==> config.mk <==
export PLATFORM = sky130hd
export DESIGN_NAME = fetch_queue
export DESIGN_NICKNAME = d
export VERILOG_FILES = /design/src/rtl/fetch_queue_pkg.sv /design/src/rtl/fetch_queue_ctrl.sv /design/src/rtl/fetch_queue.sv
export SDC_FILE = /design/constraint.sdc
export NUM_CORES = 1
export LEC_CHECK = 0
export CORE_UTILIZATION = 51
export DETAILED_ROUTE_END_ITERATION = 10
export PLACE_DENSITY = 0.85
export SLEW_MARGIN = 10
export SYNTH_ARGS = -nofsm -noshare
export SYNTH_HDL_FRONTEND = slang
export SYNTH_HIERARCHICAL = 1
export SYNTH_SLANG_ARGS = --single-unit
==> constraint.sdc <==
create_clock -name Clk -period 2 [get_ports Clk]
set_input_delay 0.2 -clock Clk [delete_from_list [all_inputs] [get_ports Clk]]
set_output_delay 0.2 -clock Clk [all_outputs]
set_load 0.01 [all_outputs]
==> src/rtl/fetch_queue_pkg.sv <==
// rtl/fetch_queue_pkg.sv - shared fetch-entry type, width defaults and sizing helper
package fetch_queue_pkg;

  localparam int ADDR_WIDTH_DEF = 32;
  localparam int DATA_WIDTH_DEF = 32;
  localparam logic [31:0] NOP_INSTR = 32'h00000000;

  // Decode reuses this as its own input record.
  typedef struct packed {
    logic [ADDR_WIDTH_DEF-1:0] pc;
    logic [DATA_WIDTH_DEF-1:0] instr;
  } fetch_entry_t;

  // Occupancy counter must represent 0..depth inclusive.
  function automatic int count_width(input int depth);
    return $clog2(depth) + 1;
  endfunction

endpackage

==> src/rtl/fetch_queue_ctrl.sv <==
// rtl/fetch_queue_ctrl.sv - pointers, occupancy and handshake generation for fetch_queue
module fetch_queue_ctrl
  import fetch_queue_pkg::*;
#(
  parameter int DEPTH = 4,
  parameter int PW    = $clog2(DEPTH),
  parameter int CW    = count_width(DEPTH)
) (
  input  logic          Clk,
  input  logic          Reset,
  input  logic          InValid,
  input  logic          OutReady,
  input  logic          Flush,
  output logic [PW-1:0] wr_ptr,
  output logic [PW-1:0] rd_ptr,
  output logic [CW-1:0] Count,
  output logic          InReady,
  output logic          OutValid,
  output logic          wr_en
);

  logic push;
  logic pop;

  // No fall-through: a full queue refuses even when the head leaves this cycle.
  assign InReady  = (Count != CW'(DEPTH)) & Reset;
  assign OutValid = (Count != '0);
  assign push     = InValid & InReady;
  assign pop      = OutValid & OutReady;
  assign wr_en    = push & ~Flush;

  always_ff @(posedge Clk or negedge Reset) begin
    if (!Reset) begin
      wr_ptr <= '0;
      rd_ptr <= '0;
      Count  <= '0;
    end else if (Flush) begin
      wr_ptr <= '0;
      rd_ptr <= '0;
      Count  <= '0;
    end else begin
      if (push) wr_ptr <= wr_ptr + PW'(1);
      if (pop)  rd_ptr <= rd_ptr + PW'(1);
      if (push && !pop)      Count <= Count + CW'(1);
      else if (pop && !push) Count <= Count - CW'(1);
    end
  end

endmodule

==> src/rtl/fetch_queue.sv <==
// rtl/fetch_queue.sv - in-order {PC, instruction} buffer between instruction memory and decode
module fetch_queue
  import fetch_queue_pkg::*;
#(
  parameter int DEPTH      = 4,
  parameter int ADDR_WIDTH = ADDR_WIDTH_DEF,
  parameter int DATA_WIDTH = DATA_WIDTH_DEF
) (
  input  logic                       Clk,
  input  logic                       Reset,
  input  logic                       InValid,
  input  logic [ADDR_WIDTH-1:0]      InPC,
  input  logic [DATA_WIDTH-1:0]      InInstruction,
  output logic                       InReady,
  output logic                       OutValid,
  output logic [ADDR_WIDTH-1:0]      OutPC,
  output logic [DATA_WIDTH-1:0]      OutInstruction,
  input  logic                       OutReady,
  input  logic                       Flush,
  output logic [$clog2(DEPTH):0]     Count
);

  localparam int PW = $clog2(DEPTH);

  logic [PW-1:0]         wr_ptr;
  logic [PW-1:0]         rd_ptr;
  logic                  wr_en;
  logic [ADDR_WIDTH-1:0] pc_mem    [DEPTH];
  logic [DATA_WIDTH-1:0] instr_mem [DEPTH];

  fetch_queue_ctrl #(
    .DEPTH (DEPTH),
    .PW    (PW),
    .CW    (PW + 1)
  ) u_ctrl (
    .Clk      (Clk),
    .Reset    (Reset),
    .InValid  (InValid),
    .OutReady (OutReady),
    .Flush    (Flush),
    .wr_ptr   (wr_ptr),
    .rd_ptr   (rd_ptr),
    .Count    (Count),
    .InReady  (InReady),
    .OutValid (OutValid),
    .wr_en    (wr_en)
  );

  // Flush leaves storage intact; only reset scrubs it.
  always_ff @(posedge Clk or negedge Reset) begin
    if (!Reset) begin
      for (int i = 0; i < DEPTH; i++) begin
        pc_mem[i]    <= '0;
        instr_mem[i] <= DATA_WIDTH'(NOP_INSTR);
      end
    end else if (wr_en) begin
      pc_mem[wr_ptr]    <= InPC;
      instr_mem[wr_ptr] <= InInstruction;
    end
  end

  assign OutPC          = pc_mem[rd_ptr];
  assign OutInstruction = instr_mem[rd_ptr];

endmodule

; Word level (Yosys, flattened, before mapping)
; Cells that the tools add are included.
[word_totals]
register_bits = 263
latchBits = 0
ram_bits = 0
mem_bits_ro = 0
input_bits = 69
output_inout_bits = 69
elab_cells = 52
n_memories = 0
[classes]
add_sub_neg = 4
n_mul = 0
div = 0
magnitude_cmp = 3
n_eq_ne = 1
shift = 0
muxes = 17
n_bitwise = 7
n_reduce_logical = 9
[ops]
columns = op, n
row1 = bitwise mux 128 bit, 2
row2 = 2-to-1 mux 32 bit, 5
row3 = binary-select mux 32 bit (select 2 bit), 2
row4 = demux 32 bit (select 2 bit), 1
row5 = 2-to-1 mux 3 bit, 3
row6 = 2-to-1 mux 2 bit, 4
row7 = "greater-or-equal comparator 3 bit, second input constant", 2
row8 = NOT 2 -> 3 bit, 2
row9 = nonzero test 3 bit, 2
row10 = "adder 2 x 1 -> 2 bit, second input constant", 2
row11 = bitwise AND 1 bit, 4
row12 = nonzero test 2 bit, 2
row13 = "adder 3 x 1 -> 3 bit, second input constant", 1
row14 = logical AND 1 bit, 3
row15 = "< comparator 3 x 1 -> 1 bit, second input constant", 1
row16 = "!= test 3 bit, second input constant", 1
row17 = "subtractor 3 x 1 -> 3 bit, second input constant", 1
row18 = logical NOT 1 bit, 2
row19 = NOT 1 bit, 1

; Logic depth before layout (Yosys ltp)
; Gate-level depths: netlist (run 1).
[depth]
depth_word = 8
depth_mapped = 7

; Hierarchy
; The synthesis (run 1) kept the hierarchy.
[by_module_without_submodules]
columns = mod, n_inst, cells_each, area_per_inst_um2, seq_area_each_um2
row1 = fetch_queue, 1, 621, 11559.8, 6406.1
row2 = fetch_queue_ctrl, 1, 41, 420.4, 175.2

; Least setup slack after synthesis (run 1)
; OpenSTA, ideal clock, no wires.
[synth_path]
kind = flip-flop to flip-flop
startpoint = reg u_ctrl.Count[0]
endpoint = reg u_ctrl.Count[2]
setup_ns = 0.128
arrival_time_ns = 2.097
required_ns = 1.872
path_slack_ns = -0.225
path_stages_with_launch = 8
path_buffers = 0
path_cell_list = dfrtp_1 -> or3b_4 -> nand3_4 -> nor2_1 -> fa_1 -> nor4b_1 -> a41oi_1 -> mux2_1
[synth_via]
elab_chain_len = 6
word_cells_on_any_way = 15
cone_classes = 2 x add/sub / 1 x eq/ne / 3 x mux / 3 x bitwise / 6 x reduce/logical
[synth_rtl]
columns = element, line
row1 = start: declaration, fetch_queue_ctrl.sv:16  ; output logic [CW-1:0] Count,
row2 = start signal: assignment, fetch_queue_ctrl.sv:44  ; if (push && !pop) Count <= Count + CW'(1);
row3 = start signal: assignment, fetch_queue_ctrl.sv:45  ; else if (pop && !push) Count <= Count - CW'(1);
row4 = branches (longest 6 deep; another with subtractor 3 x 1 -> 3 bit), -
; Parallel ways; which one is timed is not known. The select of a mux whose other input is x is not followed.
; A chain may end at the register's enable or synchronous reset.

; Worst setup path in the final report (run 1)
[layout_path]
startpoint = reg u_ctrl.rd_ptr[0]
endpoint = out OutInstruction[7]
[layout_via]
elab_chain_len = 4
[layout_rtl]
columns = element, line
row1 = start: declaration, fetch_queue_ctrl.sv:15  ; output logic [PW-1:0] rd_ptr,
row2 = start signal: assignment, fetch_queue_ctrl.sv:43  ; if (pop) rd_ptr <= rd_ptr + PW'(1);
row3 = NOT 2 -> 3 bit (not written as such), fetch_queue.sv:63  ; assign OutInstruction = instr_mem[rd_ptr];
row4 = binary-select mux 32 bit (select 2 bit), fetch_queue.sv:63
row5 = 2-to-1 mux 32 bit (not written as such) (2 in series), fetch_queue.sv:63
row6 = end: declaration, fetch_queue.sv:17  ; output logic [DATA_WIDTH-1:0] OutInstruction,
; Every way passes these cells. The select of a mux whose other input is x is not followed.

==> results of run 1 <==
## worst min-delay path by stage
stage               depth (start not counted)   from               to
global route                                2  Reset  u_ctrl/Count[1]
finish                                      2  Reset  u_ctrl/Count[0]
floorplan                                   0  Reset     instr_mem[0]
global placement                            1  Reset  u_ctrl/Count[0]
CTS                                         2  Reset  u_ctrl/Count[0]
detailed placement                          1  Reset  u_ctrl/Count[1]
## sequential cells by signal, summed over array words and instances (netlist names)
register       cells
u_ctrl/rd_ptr      2
u_ctrl/Count       3
instr_mem        128
pc_mem           128
u_ctrl/wr_ptr      2
## cell families after synthesis
group	after synthesis	share of synthesized area
flops	263	0.5493
compound gates	2	0.001462
fa+ha+maj	1	0.001671
buf+inv	44	0.02945
xor+xnor	5	0.004283
simple gates	24	0.01243
mux	323	0.4014
## power groups by stage
stage               registers, W  logic, W  clock network, W
floorplan                0.00746   0.00403                 0
global placement         0.00769   0.00663                 0
detailed placement       0.00777   0.00679                 0
CTS                      0.00772   0.00691           0.00529
global route             0.00799   0.00824           0.00550
finish                   0.00782   0.00780           0.00520
## critical path, cell delays in order (launching register included)
cell and delay [ns]:
dfrtp_4 0.52, buf_12 0.15, buf_12 0.14, buf_12 0.12, mux4_2 0.44, buf_6 0.14
## metal layers
metal | share of wire | up-vias | track usage
li1 | - | 2880 | -
met1 | 0.44 | 3624 | 0.3142
met2 | 0.50 | 165 | 0.3677
met3 | 0.039 | 38 | 0.02981
met4 | 0.019 | 0 | 0.06209
met5 | 0 | - | 0
## area by class of cell
type,instances,area (µm²),area share
clock buffer,35,735.7,0.04630
clock inverter,13,173.9,0.01094
inverter,2,7.507,0.0004724
multi-input combinational,355,5359,0.3372
sequential,263,6586,0.4145
tap,313,391.6,0.02464
timing repair buffer,223,2638,0.1660
## cell usage after synthesis, types with 2 or more instances
cell      count
buf_6        18
buf_2        12
xor2_1        3
inv_1         2
dfrtp_1     263
mux2_1       68
clkbuf_1      2
nand3b_1      2
buf_4        10
nand2_1       2
nor2_1       11
mux4_2       64
mux2_2       71
mux2_4      120
## timing repair
| item | 4_1_cts | 5_1_grt |
|---|---|---|
| setup endpoints to repair | 155 | 135 |
| hold endpoints to repair | 169 | 0 |
| gates resized for setup | 321 | 120 |
| pin swaps | 3 | 4 |
| hold buffers | 1 | 0 |
| setup buffers | 18 | 10 |
| gates cloned | 8 | 4 |
## stage by stage
step / power [W] / cell area [µm²]
after CTS: 0.01991 / 15330
after global placement: 0.01433 / 14060
after detailed placement: 0.01456 / 14060
final: 0.02082 / 15890
after floorplan: 0.01149 / 12000
after global routing: 0.02172 / 15890
==> impl_results.md, run 1 <==
- Outcome: finished, violations left
- Failing checks: negative setup slack
- Crit path from: u_ctrl/rd_ptr[0]
- Syn Inst Count: 662
- Detailed-route via count: between 6000 and 7000
- Synth top area cells: dfrtp_1, mux2_4, mux4_2
- Pleak: 7.658 nW
- Die H: 155.3 µm
- RSZ-0062 raised after global routing: true
- Critical Path AT: 2.04 ns
- Post-route minimum period: 2.245 ns
- Clk_lat worst skew: approximately 0.53 ns
- DP Worst Slack: -0.1181 ns
- Core area: 0.02285 mm²
- CP max FO: 7
- Maximum number of pins on one net before global-route repair: 169
- Initial antenna violation count: 0
- Post-synthesis sequential area ratio: 0.5493
- Post-synth top area share: 0.5493
- Clock buffer depth: 3
- Share of post-route cells with drive strength above 1: 0.5847
- Syn. warnings: 6
- Commonest non-fill, non-tap cell in the layout: dfrtp_1
- GPL Wtd Cong: ~0.78
- Netlist Area Pre-Place: 0.01198 mm²
- # DRC: 0
- Overall routed net length: 27320 µm
- CP startpoint kind: flop
- Worst R2R End: instr_mem[126]
- DR vias/cell: 5.571
- Worst EP required: 1.80 ns
- Maximum vdd drop: between 0.7 and 0.8 mV
- Synth cell types: 28
- Reg2Reg Launch Point: u_ctrl/Count[2]
- Hold Crit Class: primary input to async pin
- Setup_tns: -14.79 ns
- Post-layout util: 0.6956
- Mean Syn Cell Area: approximately 18 µm²
- Routed wire length per instance: 22.69 µm
- Clock power share: 0.250
- Net load switching power: about 0.0057 W
- Worst-path clk slew: 0.06 ns
- Die area: 0.02411 mm²
- Part of the power in registers: 0.376
- Row count: 55
- # IOs: around 140
- Switching part of the total: 0.2731
- WHS: around 0.15 ns
- Initial Util: 0.5244
- ANT cells: 0
- Fin cells: 1204
- Final hold viol count: 0
- Largest area contributor in the netlist: dfrtp_1
- Final Slew Violations: 0
- Num Clock Sinks: ~260
- Slew HR: 0.3856
- Clock root buffer: clkbuf_16
- Dpl cells: 1121
- CTS tree: yes
- Ys async rst share: 1.000
- # fillers: approximately 1500
- R2R depth: 8
- Internal power: 0.01513 W
- PwrDens: 1310 mW/mm²
- Final ANT Viol Nets: 0
- Worst Tran Pin Value: 0.9216 ns
- Setup Crit Path Kind: flop to output port
- FF-to-FF setup slack: -0.10 ns
- Top FF cell, synth: dfrtp_1
- Post-synth EDFFs: 0
- Setup-failing EPs final: roughly 190
- Number of I/O port buffers: 137
- Max cap viols: 0
- Area Growth Syn to Fin: 32.65%
- Yosys reg bits: about 260
- F_max: 445.5 MHz
- Comb power frac: 0.375
- Final WS setup: -0.2447 ns
- Die width: 155.3 µm
- H-tree levels: 1
- First-pass GRT wire length: 41570 µm
- Most frequent cells in the layout: dfrtp_1, mux2_4, clkdlybuf4s50_1, buf_6, mux4_2
- Period utilisation layout: 1.122
- Grt ovf: 0
- Tot GR Track Use: 0.2233
- Fin nets: 942
- Vias in the first global route: 7320
- Crit path to: OutInstruction[7]
- Post-DP HPWL: 15520 µm
- Clock skew: 0.01058 ns
- 1st-pass router iterations: 4
- Iteration-0 DRC Markers: 420
- Crit path capture type: output port
- Post-Syn Nets: ~730
- Num CTS Buffers: 27
No activity file was read; power rests on OpenSTA's default activity.
==> run 2: changes to the inputs <==
--- a/config.mk
+++ b/config.mk
@@ -7,6 +7,7 @@
 export LEC_CHECK = 0
 export CORE_UTILIZATION = 51
 export DETAILED_ROUTE_END_ITERATION = 10
+export GPL_ROUTABILITY_DRIVEN = 0
 export PLACE_DENSITY = 0.85
 export SLEW_MARGIN = 10
 export SYNTH_ARGS = -nofsm -noshare
==> results of run 2 <==
Final layout, timing and power as in run 1 (identical DEF).
==> run 3: changes to the inputs <==
--- a/config.mk
+++ b/config.mk
@@ -6,6 +6,7 @@
 export NUM_CORES = 1
 export LEC_CHECK = 0
 export CORE_UTILIZATION = 51
+export CTS_CLUSTER_DIAMETER = 120
 export DETAILED_ROUTE_END_ITERATION = 10
 export GPL_ROUTABILITY_DRIVEN = 0
 export PLACE_DENSITY = 0.85
==> results of run 3 <==
Final layout, timing and power as in run 1 (identical DEF).
